<file path="config.mk">
export PLATFORM = sky130hd
export DESIGN_NAME = ex_mem_skid
export DESIGN_NICKNAME = d
export VERILOG_FILES = /design/src/rtl/ex_mem_skid.sv
export SDC_FILE = /design/constraint.sdc
export NUM_CORES = 1
export LEC_CHECK = 0
export BUFFER_PORTS_ARGS = -buffer_cell sky130_fd_sc_hd__clkbuf_2
export CORE_UTILIZATION = 58
export CTS_CLUSTER_SIZE = 25
export DETAILED_ROUTE_END_ITERATION = 8
export PLACE_DENSITY = 0.85
export SLEW_MARGIN = 10
export SYNTH_ARGS = -nofsm -noshare
export SYNTH_HDL_FRONTEND = slang
export SYNTH_SLANG_ARGS = --single-unit
</file>
<file path="constraint.sdc">
create_clock -name clk -period 15.42 [get_ports clk]
set_input_delay 2.313 -clock clk [delete_from_list [all_inputs] [get_ports clk]]
set_output_delay 2.313 -clock clk [all_outputs]
set_load 0.05 [all_outputs]
</file>
<file path="src/rtl/ex_mem_skid.sv">
// EX/MEM pipeline boundary with a valid/ready handshake and a 2-entry skid buffer.
// ex_ready is decoded from registered state only, so MEM back-pressure never
// forms a combinational path into EX. A bubble never writes data memory.
module ex_mem_skid #(
  parameter int DATA_W = 32,
  parameter int ADDR_W = 16,
  parameter int SEL_W  = 2
) (
  input  logic              clk,
  input  logic              rst,
  input  logic              flush,
  input  logic              ex_valid,
  output logic              ex_ready,
  input  logic              ex_dm_we,
  input  logic [DATA_W-1:0] ex_alu_res,
  input  logic [DATA_W-1:0] ex_muxb,
  input  logic [ADDR_W-1:0] ex_dm_addr,
  input  logic [SEL_W-1:0]  ex_rf_d_sel,
  output logic              mem_valid,
  input  logic              mem_ready,
  output logic              mem_dm_we,
  output logic [DATA_W-1:0] mem_alu_res,
  output logic [DATA_W-1:0] mem_muxb,
  output logic [ADDR_W-1:0] mem_dm_addr,
  output logic [SEL_W-1:0]  mem_rf_d_sel,
  output logic [1:0]        occupancy
);

  typedef struct packed {
    logic              dm_we;
    logic [DATA_W-1:0] alu_res;
    logic [DATA_W-1:0] muxb;
    logic [ADDR_W-1:0] dm_addr;
    logic [SEL_W-1:0]  rf_d_sel;
  } entry_t;

  // State encoding doubles as the occupancy count.
  typedef enum logic [1:0] {EMPTY = 2'd0, ONE = 2'd1, TWO = 2'd2} state_t;

  state_t state;
  entry_t main_q, skid_q, in_e;
  logic   push, pop;

  assign in_e = '{dm_we: ex_dm_we, alu_res: ex_alu_res, muxb: ex_muxb,
                  dm_addr: ex_dm_addr, rf_d_sel: ex_rf_d_sel};

  assign ex_ready  = !rst && (state != TWO);
  assign mem_valid = (state != EMPTY);
  assign push      = ex_valid & ex_ready;
  assign pop       = mem_valid & mem_ready;
  assign occupancy = state;

  assign mem_dm_we    = main_q.dm_we & mem_valid;
  assign mem_alu_res  = main_q.alu_res;
  assign mem_muxb     = main_q.muxb;
  assign mem_dm_addr  = main_q.dm_addr;
  assign mem_rf_d_sel = main_q.rf_d_sel;

  // Occupancy state machine; flush squashes everything held and incoming.
  always_ff @(posedge clk or posedge rst) begin
    if (rst) begin
      state <= EMPTY;
    end else if (flush) begin
      state <= EMPTY;
    end else begin
      case (state)
        EMPTY:   if (push) state <= ONE;
        ONE:     if (push && !pop) state <= TWO;
                 else if (!push && pop) state <= EMPTY;
        TWO:     if (pop) state <= ONE;
        default: state <= EMPTY;
      endcase
    end
  end

  // Entry storage; not cleared on pop or flush, and a flushed push never loads.
  always_ff @(posedge clk or posedge rst) begin
    if (rst) begin
      main_q <= '0;
      skid_q <= '0;
    end else if (!flush) begin
      case (state)
        EMPTY: if (push) main_q <= in_e;
        ONE: begin
          if (push && pop)       main_q <= in_e;
          else if (push && !pop) skid_q <= in_e;
        end
        TWO:     if (pop) main_q <= skid_q;
        default: ;
      endcase
    end
  end

endmodule

</file>
# Word level (Yosys, flattened, before mapping)
# Index checks and enable logic that the tools add are counted.
# Widths: inputs -> output; s select.
dict set report word_totals {
  ff_bits 168
  output_inout_bits 87
  wordCells 48
  in_bits 88
}
dict set report classes {
  reduce_logical 13
  eq_ne 9
  bitwise 5
  muxes 10
}
# cell n
set op_table {}
lappend op_table {{$mux 83} 3}
lappend op_table {{$pmux 83 s3} 1}
lappend op_table {{$mux 2} 5}
lappend op_table {{$ne 2x2->1 const B} 4}
lappend op_table {{$ne 3x3->1 const B} 2}
lappend op_table {{$pmux 2 s3} 1}
lappend op_table {{$reduce_and 5->1} 1}
lappend op_table {{$logic_and 1x1->1} 4}
lappend op_table {{$ne 4x4->1 const B} 1}
lappend op_table {{$reduce_and 4->1} 1}
lappend op_table {{$and 1x1->1} 3}
lappend op_table {{$logic_not 1->1} 3}
lappend op_table {{$reduce_and 3->1} 1}
lappend op_table {{$reduce_bool 3->1} 1}
lappend op_table {{$eq 2x1->1 const B} 1}
lappend op_table {{$eq 2x2->1 const B} 1}
lappend op_table {{$logic_not 2->1} 1}
lappend op_table {{$not 1->1} 2}
lappend op_table {{$reduce_bool 2->1} 1}

# Longest topological paths before layout
dict set report depth {
  depth_word 9
  depth_mapped 6
  mapped_depth_nobuf 4
}

# Worst setup path after synthesis
# No wires, ideal clock.
dict set report synth_path {
  path_type {input port to output port}
  from {input port rst}
  to {output port ex_ready}
  path_buffers 0
  path_slack_ps 10140
  cell_stages 1
  t_arrival_ps 2967
  required_ps 13107
  path_cell_list {nor2_1}
}
dict set report synth_between {
  elab_chain_cells 2
}
# element line_no
set synth_rtl {}
lappend synth_rtl {{from (decl)} 10} ;# input logic rst,
lappend synth_rtl {{$logic_not 1->1 (no line)} n/a}
lappend synth_rtl {{$logic_and 1x1->1} 47} ;# assign ex_ready = !rst && (state != TWO);
lappend synth_rtl {{to (decl)} 13} ;# output logic ex_ready,
# Every way passes these cells.

# Final worst setup path
# Ends and elaborated chain as after synthesis.

==> reports/results.tsv <==
stage	metric	value	unit
sta	fmax	190	MHz
clock_network	Setup Buffers After CTS	0	
power	Max VDD drop	0.0893	mV
sta	Worst-Margin Slew	1200	ps
yosys	Syn Area/Cell	12.0	sq um
clock_network	TritonCTS clock tree	yes	
drt	via count of the routed design	4826	
yosys	synth unique cells	24	
placed_design	Detail Placement HPWL	9.49	mm
yosys	EDFF count, synth	0	
finish	Filler Cell Count	934	
finish	diode count	0	
clock_network	CTS max path bufs	2	
floorplan	die area	13600	sq um
sta	Hold Fails Final Rpt	0	
power	Reg power frac	41.7	%
yosys	Gate Count Post-Synth	636	
finish	most frequent cells in the layout	clkbuf_2 (174), dfrtp_1 (168), nor2_1 (84)	
drt	WL/cell	16.1	um
finish	most common cell after layout, fill and taps aside	clkbuf_2	
job	MaxCap Viol Count	0	
floorplan	initial core utilization	59.8	%
clock_network	Root Buffer	clkbuf_16	
clock_network	latest clock arrival within the worst-skew pair	420	ps
power	total chip power	1.40	mW
drt	DRC viols	0	
sta	Post-Route Setup TNS	0	ps
drt	Iter 0 DRT Violations	233	
finish	Layout area overhead	13.3	%
setup_path	Data arrival, critical path	2940	ps
setup_path	Startpoint Class	input pin	
finish	Nets	804	
global_route	largest net degree at the start of global routing	119	
finish	fraction of layout cells with a size suffix above 1	29.1	%
yosys	Post-Syn Area	7610	sq um
yosys	register area share after synthesis	55.2	%
sta	fin crit period	5250	ps
sta	Period Utilization, post-route	34.1	%
drt	final wirelength	14.5	mm
power	clock power share	33.1	%
clock_network	TritonCTS Buffers	17	
yosys	FFs w/ async S/R, synth	100	%
finish	area of the multi-input gates	2640	sq um
sta	Setup Viol. Count Final	0	
placed_design	port bufs	174	
power	Comb power frac	25.2	%
placed_design	routability congestion estimate	0.735	
global_route	first-pass GRT wire length	22.9	mm
clock_network	CTS Hold Buffers Added	0	
yosys	ys flop type	dfrtp_1	
global_route	vias in the first global route	4882	
outcome	outcome	complete, no violations	
power	switching share of power	34.0	%
sta	relative slew slack	19.7	%
setup_path	Worst Path Max Fanout	5	
drt	drt via density	5.36	
floorplan	Die W	117	um
floorplan	Ports	175	
clock_network	Reg clk slew, reported paths	60	ps
floorplan	floorplan row count	41	
sta	Worst Skew	5.90	ps
global_route	GRT overflow	0	
sta	RSZ-0062 raised after global routing	no	
sta	Final Max Slew Viols	0	
finish	Reg area	4200	sq um
clock_network	cts repair resizes	0	
floorplan	Core Area	12700	sq um
setup_path	CP required	13110	ps
setup_path	CP Capture Type	output port	
drt	ANT nets after route	0	
power	Internal	0.925	mW
clock_network	CTS HTree Levels	4	
power	net switching power	0.477	mW
power	Power Density	163	nW/um^2
global_route	all-layer global routing usage	22.1	%
clock_network	CTS Sinks	168	
setup_path	Crit Path Category	in2out	
power	Leak	4.35	nW
global_route	initial antenna violation count	0	
floorplan	Die H	117	um
hold_path	worst hold path class	reg2reg	
yosys	Post-Synthesis Net Count	724	
yosys	YS warnings	0	
drt	first drt pass iteration count	4	
yosys	Yosys reg bits	168	
-- final cells by class --
cell class	count	share of cell area [%]
Sequential cell	168	48.8
Inverter	1	0.102
Multi-Input combinational cell	349	30.6
Clock inverter	8	1.94
Clock buffer	23	5.54
Tap cell	172	2.50
Timing Repair Buffer	179	10.5
-- power by group through the flow --
stage,Combinational (mW),Sequential (mW),Clock [mW]
2_1_floorplan,0.346,0.575,0
3_3_place_gp,0.345,0.583,0
3_5_place_dp,0.357,0.591,0
4_1_cts,0.358,0.585,0.471
5_1_grt,0.380,0.595,0.487
6_report,0.354,0.584,0.464
-- sequential cells by signal, indices dropped and copies added, names as in the netlist --
register / flops
main_q: 1
mem_dm_addr: 16
mem_rf_d_sel: 2
mem_muxb: 32
occupancy: 2
skid_q: 83
mem_alu_res: 32
-- stage by stage --
step	cell area (sq um)	std cells	setup WS [ps]	hold WS, ps	util [%]
floorplan	7610	636	8560	464	-
global placement	7980	869	10220	473	62.7
detailed placement	7980	869	10190	480	62.7
CTS	8620	900	10190	494	67.8
global route	8620	900	10140	509	67.8
finish	8620	900	10170	491	67.8
-- worst paths after layout --
check | from | to | slack (ps) | cells past startpoint
max in group asynchronous | rst | skid_q[21] | 11850 | 3
max reg2reg | occupancy[1] | mem_muxb[31] | 12780 | 5
min | skid_q[51] | skid_q[51] | 490 | 1
min reg2reg | skid_q[51] | skid_q[51] | 490 | 1
min in group asynchronous | rst | skid_q[60] | 2120 | 2
max | rst | ex_ready | 10170 | 3
-- metal layers --
layer  vias up  routed length [um]  track usage [%]
li1       2263                   -                -
met1      2394                6130             26.4
met2       149                7190             37.8
met3        20                 927             6.43
met4         0                 233             8.86
met5         -                   0                0
-- worst max-delay path, cell delays in order --
cell and delay, ps:
clkbuf_2 140, nor2_1 170, clkbuf_2 310
-- cells in the mapped netlist (2+ instances only) --
master / count / area (sq um)
clkbuf_1: 5 / 18.8
mux2_1: 83 / 935
nor2_1: 84 / 315
nor2b_1: 2 / 12.5
buf_4: 83 / 623
nand2_1: 2 / 7.51
buf_2: 28 / 140
a21oi_1: 83 / 415
mux2i_1: 83 / 831
buf_1: 2 / 7.51
dfrtp_1: 168 / 4200
-- cell families after synthesis --
group | after synthesis | synth area share, %
AND/OR/NAND/NOR | 96 | 5.26
buffers and inverters | 119 | 10.4
multiplexers | 166 | 23.2
AO/OA/AOI/OAI | 87 | 5.90
flip-flops | 168 | 55.2
Power figures use the tool's default switching activity.
